==> src/rtl/csr_file.sv <==
// rtl/csr_file.sv - machine-mode CSR file with trap entry / MRET sequencing for RV32I
// Optional 64-bit mcycle/minstret counters and their user shadows under `CSR_COUNTERS_EN.
module csr_file #(
  parameter logic [31:0] MHARTID     = 32'h0,
  parameter logic [31:0] MTVEC_RESET = 32'h0000_0000
) (
  input  logic        clk,
  input  logic        reset,
  input  logic        csr_valid,
  input  logic [2:0]  csr_op,
  input  logic [11:0] csr_addr,
  input  logic [31:0] csr_rs1_data,
  input  logic [4:0]  csr_uimm,
  output logic [31:0] csr_rdata,
  output logic        csr_illegal,
  input  logic        trap_entry,
  input  logic [31:0] trap_pc,
  input  logic [31:0] trap_cause,
  input  logic [31:0] trap_val,
  input  logic        mret,
  input  logic        instr_retired,
  output logic [31:0] trap_vector,
  output logic [31:0] mepc_out,
  output logic        mstatus_mie
);

  logic        r_mie;
  logic        r_mpie;
  logic [31:0] r_mie_en;
  logic [31:0] r_mtvec;
  logic [31:0] r_mscratch;
  logic [31:0] r_mepc;
  logic [31:0] r_mcause;
  logic [31:0] r_mtval;

  logic        w_impl;
  logic [31:0] w_old;
  logic [31:0] w_src;
  logic [31:0] w_new;
  logic        w_wants_write;
  logic        w_we;
  logic [31:0] w_mstatus;

`ifdef CSR_COUNTERS_EN
  logic [63:0] r_mcycle;
  logic [63:0] r_minstret;
`else
  logic        w_unused_retired;
  assign w_unused_retired = instr_retired;
`endif

  assign w_mstatus = {19'b0, 2'b11, 3'b0, r_mpie, 3'b0, r_mie, 3'b0};

  always_comb begin
    w_impl = 1'b1;
    w_old  = '0;
    case (csr_addr)
      12'h300: w_old = w_mstatus;
      12'h301: w_old = 32'h4000_0100;
      12'h304: w_old = r_mie_en;
      12'h305: w_old = r_mtvec;
      12'h340: w_old = r_mscratch;
      12'h341: w_old = r_mepc;
      12'h342: w_old = r_mcause;
      12'h343: w_old = r_mtval;
      12'h344: w_old = '0;
      12'hF11, 12'hF12, 12'hF13: w_old = '0;
      12'hF14: w_old = MHARTID;
`ifdef CSR_COUNTERS_EN
      12'hB00, 12'hC00: w_old = r_mcycle[31:0];
      12'hB80, 12'hC80: w_old = r_mcycle[63:32];
      12'hB02, 12'hC02: w_old = r_minstret[31:0];
      12'hB82, 12'hC82: w_old = r_minstret[63:32];
`endif
      default: w_impl = 1'b0;
    endcase
  end

  // Set/clear forms with a zero rs1/uimm field are pure reads.
  assign w_src         = csr_op[2] ? {27'b0, csr_uimm} : csr_rs1_data;
  assign w_wants_write = (csr_op[1:0] == 2'b01) || (csr_op[1] && (csr_uimm != 5'd0));

  always_comb begin
    w_new = w_old;
    case (csr_op[1:0])
      2'b01:   w_new = w_src;
      2'b10:   w_new = w_old | w_src;
      2'b11:   w_new = w_old & ~w_src;
      default: w_new = w_old;
    endcase
  end

  assign csr_illegal = csr_valid &&
                       (!w_impl || ((csr_addr[11:10] == 2'b11) && w_wants_write));
  assign w_we        = csr_valid && w_wants_write && !csr_illegal && !trap_entry && !mret;
  assign csr_rdata   = (csr_valid && w_impl) ? w_old : '0;

  always_ff @(posedge clk or posedge reset) begin
    if (reset) begin
      r_mie      <= 1'b0;
      r_mpie     <= 1'b0;
      r_mie_en   <= '0;
      r_mtvec    <= MTVEC_RESET;
      r_mscratch <= '0;
      r_mepc     <= '0;
      r_mcause   <= '0;
      r_mtval    <= '0;
    end else if (trap_entry) begin
      r_mepc   <= trap_pc & ~32'd3;
      r_mcause <= trap_cause;
      r_mtval  <= trap_val;
      r_mpie   <= r_mie;
      r_mie    <= 1'b0;
    end else if (mret) begin
      r_mie  <= r_mpie;
      r_mpie <= 1'b1;
    end else if (w_we) begin
      case (csr_addr)
        12'h300: begin
          r_mie  <= w_new[3];
          r_mpie <= w_new[7];
        end
        12'h304: r_mie_en   <= w_new & 32'h0000_0888;
        12'h305: r_mtvec    <= w_new & ~32'd3;
        12'h340: r_mscratch <= w_new;
        12'h341: r_mepc     <= w_new & ~32'd3;
        12'h342: r_mcause   <= w_new;
        12'h343: r_mtval    <= w_new;
        default: ;
      endcase
    end
  end

`ifdef CSR_COUNTERS_EN
  // A write to either half suppresses that counter's increment for the cycle.
  always_ff @(posedge clk or posedge reset) begin
    if (reset) begin
      r_mcycle   <= '0;
      r_minstret <= '0;
    end else begin
      if (w_we && csr_addr == 12'hB00)      r_mcycle <= {r_mcycle[63:32], w_new};
      else if (w_we && csr_addr == 12'hB80) r_mcycle <= {w_new, r_mcycle[31:0]};
      else                                  r_mcycle <= r_mcycle + 64'd1;

      if (w_we && csr_addr == 12'hB02)      r_minstret <= {r_minstret[63:32], w_new};
      else if (w_we && csr_addr == 12'hB82) r_minstret <= {w_new, r_minstret[31:0]};
      else if (instr_retired)               r_minstret <= r_minstret + 64'd1;
    end
  end
`endif

  assign trap_vector = {r_mtvec[31:2], 2'b00};
  assign mepc_out    = {r_mepc[31:1], 1'b0};
  assign mstatus_mie = r_mie;

endmodule

==> config.mk <==
export PLATFORM = sky130hd
export DESIGN_NAME = csr_file
export DESIGN_NICKNAME = d
export VERILOG_FILES = /design/src/rtl/csr_file.sv
export SDC_FILE = /design/constraint.sdc
export NUM_CORES = 1
export LEC_CHECK = 0
export ABC_AREA = 1
export CAP_MARGIN = 20
export CORE_UTILIZATION = 46
export DETAILED_ROUTE_END_ITERATION = 8
export MAX_ROUTING_LAYER = met4
export PLACE_DENSITY = 0.75
export SETUP_SLACK_MARGIN = 0.15
export SKIP_LAST_GASP = 1
export SYNTH_ARGS = -nofsm -noshare
export SYNTH_HDL_FRONTEND = slang
export SYNTH_SLANG_ARGS = --single-unit
==> constraint.sdc <==
create_clock -name clk -period 5.02 [get_ports clk]
set_input_delay 1.004 -clock clk [delete_from_list [all_inputs] [get_ports clk]]
set_output_delay 1.004 -clock clk [all_outputs]
set_load 0.01 [all_outputs]
==> flow_summary.toml, run 1 <==
[clock_tree]
clkLatencyLatePin_ns = 0.43
cts_tree = "done"
cts_hold_repair.buffers = 0
root_buffer = "clkbuf_16"
path_clk_slew_ns = 0.07
cts_buffers = 17
post_cts_resized = 0
cts_setup_buffers = 0
ctsLongestPathBuffers = 2
htreeDepth = 4
clkSinkCount = 161

[placement]
port_buffers = 244
gp_congestion = 0.935
dpl.hpwl_mm = 28.7

[min_path]
hp-class = "register to register"

[floorplanning]
core_um2 = 21800
num_rows = 54
die_h_um = 151
die_area_um2 = 22900
initial_core_util = 0.469
die_w_um = 151
ios = 252

[worst_setup_path]
crit_family = "buffers and inverters"
cp-start-kind = "input pin"
crit_slowest_cell = "clkdlybuf4s50_1"
cp_num_buf_inv = 4
crit_required_ns = 4.02
critical_path_class = "input pin to output pin"
critPathMaxFanout = 20
cpMostUsedCell = "nand2_1"
path_cells = "clkdlybuf4s50_1 -> nand2_1 -> nor2_1 -> nand2_2 -> nor2_1 -> buf_4 -> nand2_1 -> nand2_1 -> inv_1 -> a21oi_1 -> clkdlybuf4s50_1"
cpPeakStageDelay_ns = 0.57
arrival_ns = 3.62
end_kind = "output pin"
r2r_slack_ns = 3.34

[grt]
grt_pass1_wl_mm = 58.6
grt_max_degree = 73
grt_use_total = 0.358
antenna_found_initial = 0
overflow = 0
grt_pass1_vias = 10013

[synthesis]
syn_area_um2 = 10200
ys_warn_count = 0
seq_area_frac_synth = 0.393
synthesis.area_per_instance_um2 = 6.26
yosys_register_bits = 161
syn_inst = 1637
yosysUniqueCellTypes = 27

[timing]
hold_viol_final = 0
fin_crit_sh = 0.922
maxSlewViolCount = 0
finalSetupViolCount = 0
rsz0062_at_grt = "no"
min_period_ns = 4.63
max_freq_mhz = 216
tns_ns = 0
finalClockSkew_ns = 0.0101
max_slew_margin = 0.331
worst-slew-pin-transition_ns = 1.00

[finish]
nFillCells = 2062
seq_area_um2 = 4030
nets = 1990
diodes = 0
area_growth_pct = 31.3
layout-drive-gt1-share = 0.0547
multiInputGateArea_um2 = 5360
post-route-util = 0.616

[pwr]
ir_worst_vdd_mv = 0.275
fin_total_pwr_mw = 3.25
power.leakage_nw = 7.39
p_per_area_nw_per_um2 = 242

[routing]
drt_pass1_iterations = 8
met3_length_mm = 5.03
drt_iter0_drc = 1298
vias_per_cell = 5.41
wl_met2_mm = 16.2
wire_per_inst_um = 18.4
top_layer_used = "met4"
met1_length_mm = 17.4
wl_mm = 39.2
num_vias = 11507
drc_errors = 0
ant_nets = 0

[status]
status = "finished, final reports clean"

[job]
max_cap_viol_count = 0
-- logic make-up after synthesis --
| logic type | after synthesis | share of synthesized area |
|---|---|---|
| xor+xnor | 1 | 0.000855 |
| other cells | 1 | 0.000366 |
| compound gates | 135 | 0.0667 |
| buf+inv | 211 | 0.0875 |
| simple gates | 1125 | 0.448 |
| flops | 161 | 0.393 |
| mux | 3 | 0.00330 |
-- state kept, by name, summed over array words and instances, names as in the netlist --
register	count
r_mtval	32
r_mscratch	32
r_mie_en	3
r_mepc	30
r_mpie	1
r_mtvec	30
mstatus_mie	1
r_mcause	32
-- synthesized netlist by cell type --
library cell / n / area, um^2
nand3_4: 2 / 35.0
nand4_1: 4 / 25.0
xor2_1: 1 / 8.76
nor2_4: 5 / 56.3
buf_1: 4 / 15.0
a21oi_1: 33 / 165
nand2_4: 2 / 22.5
o21ai_1: 11 / 55.1
inv_2: 7 / 26.3
nand4_2: 2 / 25.0
buf_4: 14 / 105
o21ai_0: 88 / 440
inv_1: 103 / 387
nand2_1: 802 / 3010
nor2_2: 4 / 25.0
nor4_1: 1 / 6.26
mux2_2: 3 / 33.8
nand3_1: 186 / 931
nor2_1: 113 / 424
buf_6: 2 / 22.5
buf_2: 29 / 145
nand2_2: 4 / 25.0
conb_1: 1 / 3.75
o211ai_1: 2 / 15.0
dfrtp_1: 161 / 4030
clkbuf_1: 52 / 195
o21bai_1: 1 / 7.51
-- power by group --
group	total, mW	internal (mW)	switching [mW]	leakage [nW]
logic	0.538	0.236	0.302	5.05
registers	1.44	1.37	0.0704	2.07
clock network	1.27	0.659	0.614	0.270
-- cell usage in the layout, fill, tap and decap left out, drive strengths merged --
master	instances
clkinvlp	4
nand3	188
o21ai	99
inv	116
xor2	1
conb	4
clkbuf	17
buf	35
clkdlybuf4s50	243
nor2	122
mux2	3
dfrtp	161
nor4	1
o21bai	1
nand4	6
a21oi	33
o211ai	2
clkinv	4
nand2	808
-- worst min-delay path: stages (launching register included) --
cell	delay (ns)
dfrtp_1	0.34
o21ai_0	0.08
nand2_1	0.05
-- layout make-up --
cell class / instances / share of cell area
Inverter: 110 / 0.0311
Clock buffer: 17 / 0.0316
Multi-Input combinational cell: 1268 / 0.399
Tap cell: 280 / 0.0261
Sequential cell: 161 / 0.300
Timing Repair Buffer: 278 / 0.202
Clock inverter: 14 / 0.0107
-- stage by stage --
stage,instances,hold slack [ns],instance area [um^2],setup slack (ns)
6_report,2128,0.500,13400,0.392
5_1_grt,2128,0.526,13400,0.165
4_1_cts,2128,0.502,13400,0.439
3_5_place_dp,2097,0.487,12900,0.461
3_3_place_gp,2097,0.481,12900,0.414
2_1_floorplan,1640,0.465,10300,1.84
-- routing by layer --
layer / track usage / up-vias
li1: - / 5482
met1: 0.530 / 5301
met2: 0.478 / 684
met3: 0.106 / 40
met4: 0.0705 / 0
met5: - / -
-- worst paths after layout --
kind / endpoint / cells after the start / start
max: csr_rdata[27] / 11 / csr_addr[6]
min: r_mscratch[20] / 2 / r_mscratch[20]
max reg2reg: r_mepc[8] / 10 / r_mcause[8]
min reg2reg: r_mscratch[20] / 2 / r_mscratch[20]
max in group asynchronous: r_mtvec[24] / 3 / reset
min in group asynchronous: r_mcause[5] / 2 / reset
(Power assumes the default switching activity.)
==> run 2: changes to the inputs <==
--- a/config.mk
+++ b/config.mk
@@ -6,6 +6,7 @@
 export NUM_CORES = 1
 export LEC_CHECK = 0
 export ABC_AREA = 1
+export ABC_CLOCK_PERIOD_IN_PS = 5020
 export CAP_MARGIN = 20
 export CORE_UTILIZATION = 46
 export DETAILED_ROUTE_END_ITERATION = 8
@@ -13,6 +14,7 @@
 export PLACE_DENSITY = 0.75
 export SETUP_SLACK_MARGIN = 0.15
 export SKIP_LAST_GASP = 1
+export SLEW_MARGIN = 15
 export SYNTH_ARGS = -nofsm -noshare
 export SYNTH_HDL_FRONTEND = slang
 export SYNTH_SLANG_ARGS = --single-unit
==> results of run 2 <==
Same layout as run 1: the final DEF is identical, and so are final timing and power.
==> RTL edit 1 (config.mk and constraints of run 2) <==
Add an input register stage for `trap_val`, with the module's reset; this delays it by one clock. The other inputs are not delayed to match.
--- a/src/rtl/csr_file.sv
+++ b/src/rtl/csr_file.sv
@@ -23,6 +23,16 @@
   output logic [31:0] mepc_out,
   output logic        mstatus_mie
 );
+
+  logic [31:0] trap_val_q;
+
+  always_ff @(posedge clk or posedge reset) begin
+    if (reset) begin
+      trap_val_q <= '0;
+    end else begin
+      trap_val_q <= trap_val;
+    end
+  end
 
   logic        r_mie;
   logic        r_mpie;
@@ -108,7 +118,7 @@
     end else if (trap_entry) begin
       r_mepc   <= trap_pc & ~32'd3;
       r_mcause <= trap_cause;
-      r_mtval  <= trap_val;
+      r_mtval  <= trap_val_q;
       r_mpie   <= r_mie;
       r_mie    <= 1'b0;
     end else if (mret) begin
Formal check against the unedited RTL: not equivalent (a bounded check fails within 4 cycles, from zero or initial values and one cycle with reset high).
==> RTL edit 1 against run 2 <==
Wire length up 1.1%; register-to-register slack worse by 0.14 ns; via count up 1.5%; clock power up 8%; global-route usage down 1.5 points; die area up 6.5%; power up 11%; sequential cell count up 32; final cell count up 1.8%; synthesized area up 6.6%; non-clock buffer count up 4; design area up 6.2%; worst setup slack worse by 0.066 ns; critical path type unchanged; largest cell class unchanged; highest routed layer unchanged.
==> RTL edit 1: results (changes against run 2) <==
| Metric | Value |
|---|---|
| Initial antenna violation count | 1 (+1) |
| Status | completed |
| Total Routing Usage GR | 0.343 (-0.0150) |
| Number of synthesized register bits | 193 (+20%) |
| GRT met3 Usage | 0.0781 (-0.0277) |
| Non-clock buffer share | 0.197 (-0.00535) |
| Non-clk bufs | 282 (+1.4%) |
| RePlAce Congestion | 0.989 (+5.8%) |
| WL met1 | 17,200 um (-1.0%) |
| Detailed router's first-iteration violation count | 1,299 (+0.077%) |
| Number of diodes | 1 (+1) |
| Avg Cell Area, Syn | 6.67 sq um (+6.7%) |
| Clock Latency Late Sink | 0.46 ns (+0.03 ns) |
| Worst r2r src | r_mtvec[8] |
| Met2 usage | 0.464 (-0.0136) |
| First-pass GRT wire length | 60,900 um (+3.9%) |
| Inst Count DP | 2,134 (+1.8%) |
| Clock buf/inv share | 0.0418 (-0.000551) |
| Flop2flop setup slack | 3.20 ns (-0.14 ns) |
| Hpwl dp | 28,100 um (-2.0%) |
| Commonest cells in the netlist | nand2_1 (727), nand3_1 (226), dfrtp_1 (193) |
| Psw | 0.00107 W (+8.0%) |
| Fin Clk Skew | 0.0143 ns (+0.00421 ns) |
| Met3 wire length | 4520 um (-10%) |
| NumNets Final | 1,988 (-0.10%) |
| Synth top area cells | dfrtp_1 (44%), nand2_1 (25%), nand3_1 (10%) |
| Crit path to | csr_rdata[17] |
| Drt total wl | 39,600 um (+1.1%) |
| Crit path from | csr_addr[11] |
| FILL cells | 2,211 (+7.2%) |
| Number of multi-input logic gates | 1,228 (-3.2%) |
| Inverters | 112 (+1.8%) |
-- RTL edit 1: metrics by stage --
step	util	total power (W)	worst slack [ns]	cell area, sq um
2_1_floorplan	-	0.00198	1.53	10900
3_3_place_gp	0.584	0.00226	0.446	13700
3_5_place_dp	0.584	0.00227	0.346	13700
4_1_cts	0.610	0.00362	0.346	14300
5_1_grt	0.610	0.00375	0.199	14300
6_report	0.610	0.00361	0.326	14300
-- RTL edit 1: power by group through the flow --
stage | registers [W] | logic [W] | clock network, W
after floorplan | 0.00173 | 0.000253 | 0
after global placement | 0.00173 | 0.000528 | 0
after detailed placement | 0.00173 | 0.000534 | 0
after CTS | 0.00170 | 0.000537 | 0.00138
after global routing | 0.00171 | 0.000591 | 0.00144
final | 0.00171 | 0.000539 | 0.00137
-- RTL edit 1: how the worst min path moves through the flow --
stage / from / endpoint / slack (ns)
detailed placement: r_mscratch[30] / r_mscratch[30] / 0.49
global route: r_mcause[15] / r_mcause[15] / 0.54
global placement: r_mie_en[7] / r_mie_en[7] / 0.48
finish: r_mscratch[30] / r_mscratch[30] / 0.51
floorplan: r_mie_en[11] / r_mie_en[11] / 0.47
CTS: r_mscratch[30] / r_mscratch[30] / 0.50
-- RTL edit 1: logic make-up (layout without fill, tap and decap cells) --
family / after synthesis / after routing / synth area share
and+or+nand+nor: 1078 / 1078 / 0.403
buffers and inverters: 218 / 425 / 0.0838
other: 1 / 5 / 0.000343
DFF: 193 / 193 / 0.442
AOI/OAI and AO/OA: 140 / 140 / 0.0642
xor gates and xnor gates: 1 / 1 / 0.000802
muxes: 5 / 5 / 0.00516
-- RTL edit 1: worst max-delay path: cells and delay by family --
family                 cells  cell delay [ns]
buffers and inverters      4             1.36
AND/OR/NAND/NOR            4             0.74
AO/OA/AOI/OAI              2             0.58
==> RTL edit 2 (flow settings as in run 2) <==
Without the edit above. Build with the macro `CSR_COUNTERS_EN` defined.
--- a/src/rtl/csr_file.sv
+++ b/src/rtl/csr_file.sv
@@ -1,5 +1,7 @@
 // rtl/csr_file.sv - machine-mode CSR file with trap entry / MRET sequencing for RV32I
 // Optional 64-bit mcycle/minstret counters and their user shadows under `CSR_COUNTERS_EN.
+`define CSR_COUNTERS_EN
+
 module csr_file #(
   parameter logic [31:0] MHARTID     = 32'h0,
   parameter logic [31:0] MTVEC_RESET = 32'h0000_0000
Behaviour: not the same (Yosys sat finds a counterexample within 4 cycles, from zero or initial values and one cycle with reset high).
==> RTL edit 2 against run 2 <==
Sequential cell count grew 128; fmax fell by 3.5%; worst setup slack lost 0.17 ns; synthesized area rose by 100%; power up 92%; design area is 86% higher; sequential share of layout area decreased by 1.0 points; clock power grew 110%; wire length grew 140%; worst hold slack worse by 0.025 ns; core utilization down 5.1 points; clock skew grew 0.0091 ns; via count up 110%; largest power group is now clock; highest routed layer unchanged.
==> RTL edit 2: results (changes against run 2) <==
| Metric | Value |
|---|---|
| Per-cell routed wire length | 23.2 um (+26%) |
| Top Registers | r_mcycle x64, r_minstret x64 |
| Placed instance area | 23,800 sq um (+85%) |
| Vias | 23.7k (+110%) |
| Critical Path Slowest Stage Cell | clkdlybuf4s50_1 |
| Commonest cells in the netlist | nand2_1 (1,331), nor2_1 (400), nand3_1 (381) |
| Initial antenna violation count | 0 (unchanged) |
| Max-cap violation count | 0 (unchanged) |
| Critical-path maximum fanout | 30 (+50%) |
| Most used DFF post-synth | dfrtp_1 |
| Synth async-reset ratio | 1.00 (unchanged) |
| Leak Pwr | 11.9 nW (+60%) |
| Cell family contributing the most delay on the critical path | buffers and inverters |
| Sequential element share of the synthesized area | 0.350 (-0.0430) |
| NumNets Final | 3,669 (+84%) |
| Hpwl dp | 73,400 um (+160%) |
| Critical Path AT | 3.79 ns (+0.17 ns) |
| TritonRoute pass-1 iters | 6 (-2) |
| Vias per inst | 5.76 (+6.4%) |
| PortBufs | 245 (+0.41%) |
| Detailed router's first-iteration violation count | 3,288 (+150%) |
| Adder-Cell Fraction of Synth Area | 0.00121 (+0.00121) |
| Setup slack at placement | 0.257 ns (-0.204 ns) |
| Clock Latency Late Sink | 0.58 ns (+0.15 ns) |
| Inst Count DP | 4,065 (+94%) |
| RePlAce Congestion | 1.06 (+13%) |
| Peak ir drop on the vdd network | 0.000238 V (-13%) |
| Htree depth | 2 (-2) |
| First-pass GRT wire length | 139,000 um (+140%) |
| Seq pwr | 0.00269 W (+87%) |
| Total Routing Usage GR | 0.432 (+0.0740) |
| Largest stage delay, worst path | 0.62 ns (+0.05 ns) |
| Multiplexer share of the synthesized area | 0 (-0.00330) |
| Synth Area in Compound Gates | 0.0460 (-0.0208) |
| Psw | 0.00186 W (+88%) |
| Switching Share | 0.297 (-0.00625) |
| TritonCTS Buffers | 37 (+20) |
| Layout cell share with drive strength beyond 1 | 0.0543 (-0.000309) |
| Netlist cell types | 40 (+48%) |
| Yosys Warn Count | 0 (unchanged) |
| XOR/XNOR Fraction of Synth Area | 0.0509 (+0.0501) |
| Reg2reg path depth | 11 (+1) |
| Tightest Hold Check Type | flop to flop |
| Mapped Cells | 3,289 (+100%) |
| CTS Buffer Depth | 3 (+1) |
| Status | completed |
| Fin Clk Skew | 0.0191 ns (+0.00905 ns) |
| Worst hold path depth | 2 (unchanged) |
| Largest net degree at the start of global routing | 77 (+5.5%) |
| Synth top area cells | dfrtp_1 (35%), nand2_1 (24%), nand3_1 (9.2%) |
| Measured slew at the worst slew-check pin | 1.14 ns (+0.139 ns) |
| Comb pwr share | 0.139 (-0.026) |
| Vias in the first global route | 21.6k (+120%) |
| Root Driver | clkbuf_16 |
| Number of diodes | 0 (unchanged) |
[RTL edit 2: cell types whose count changed after synthesis, sizes merged, moves of 22 or more]
cell / change
nand3: +194
inv: +165
nand4: +54
nor3: +49
a31oi: +22
xor2: +103
o21ai: +27
nor2: +299
buf: +34
nand2: +534
dfrtp: +128
[RTL edit 2: final cells by class]
type | instances | area [sq um]
multi-input cells | 2589 | 11600
flip-flops and latches | 289 | 7230
clock inverters | 8 | 120
well taps | 592 | 741
inverters | 276 | 1040
repair buffers | 320 | 3160
clock buffers | 51 | 1060
fillers | 4325 | 19200
[RTL edit 2: cell families (layout without fill, tap and decap cells)]
logic type               count (synthesis)  after routing
AO/OA/AOI/OAI                          179            179
XOR/XNOR                               120            120
adder cells (fa/ha/maj)                  2              2
buffers and inverters                  414            655
flip-flops                             289            289
other                                    1              4
AND/OR/NAND/NOR                       2284           2284
[RTL edit 2: what timing repair did]
| action | 4_1_cts | 5_1_grt |
|---|---|---|
| setup buffers | 0 | 1 |
| setup endpoints to repair | 0 | 11 |
| gates resized for setup | 0 | 11 |
[RTL edit 2: worst min-delay path: stages, from the launching register on]
cell,delay (ns)
dfrtp_1,0.34
nand2_1,0.05
nand2_1,0.05
[RTL edit 2: path summary, 6_finish.rpt]
path	end	slack, ns	startpoint
setup / recovery	csr_rdata[15]	0.23	csr_addr[6]
hold / removal	r_mscratch[1]	0.48	r_mscratch[1]
setup reg to reg	r_minstret[32]	1.80	r_minstret[0]
hold reg to reg	r_mscratch[1]	0.48	r_mscratch[1]
max in group asynchronous	r_mcause[25]	3.29	reset
min in group asynchronous	r_mtvec[4]	0.87	reset
[RTL edit 2: layer usage]
metal | global-route usage | part of all wire
met5 | - | 0
met4 | 0.215 | 0.056
met3 | 0.0779 | 0.10
met2 | 0.657 | 0.45
met1 | 0.553 | 0.39
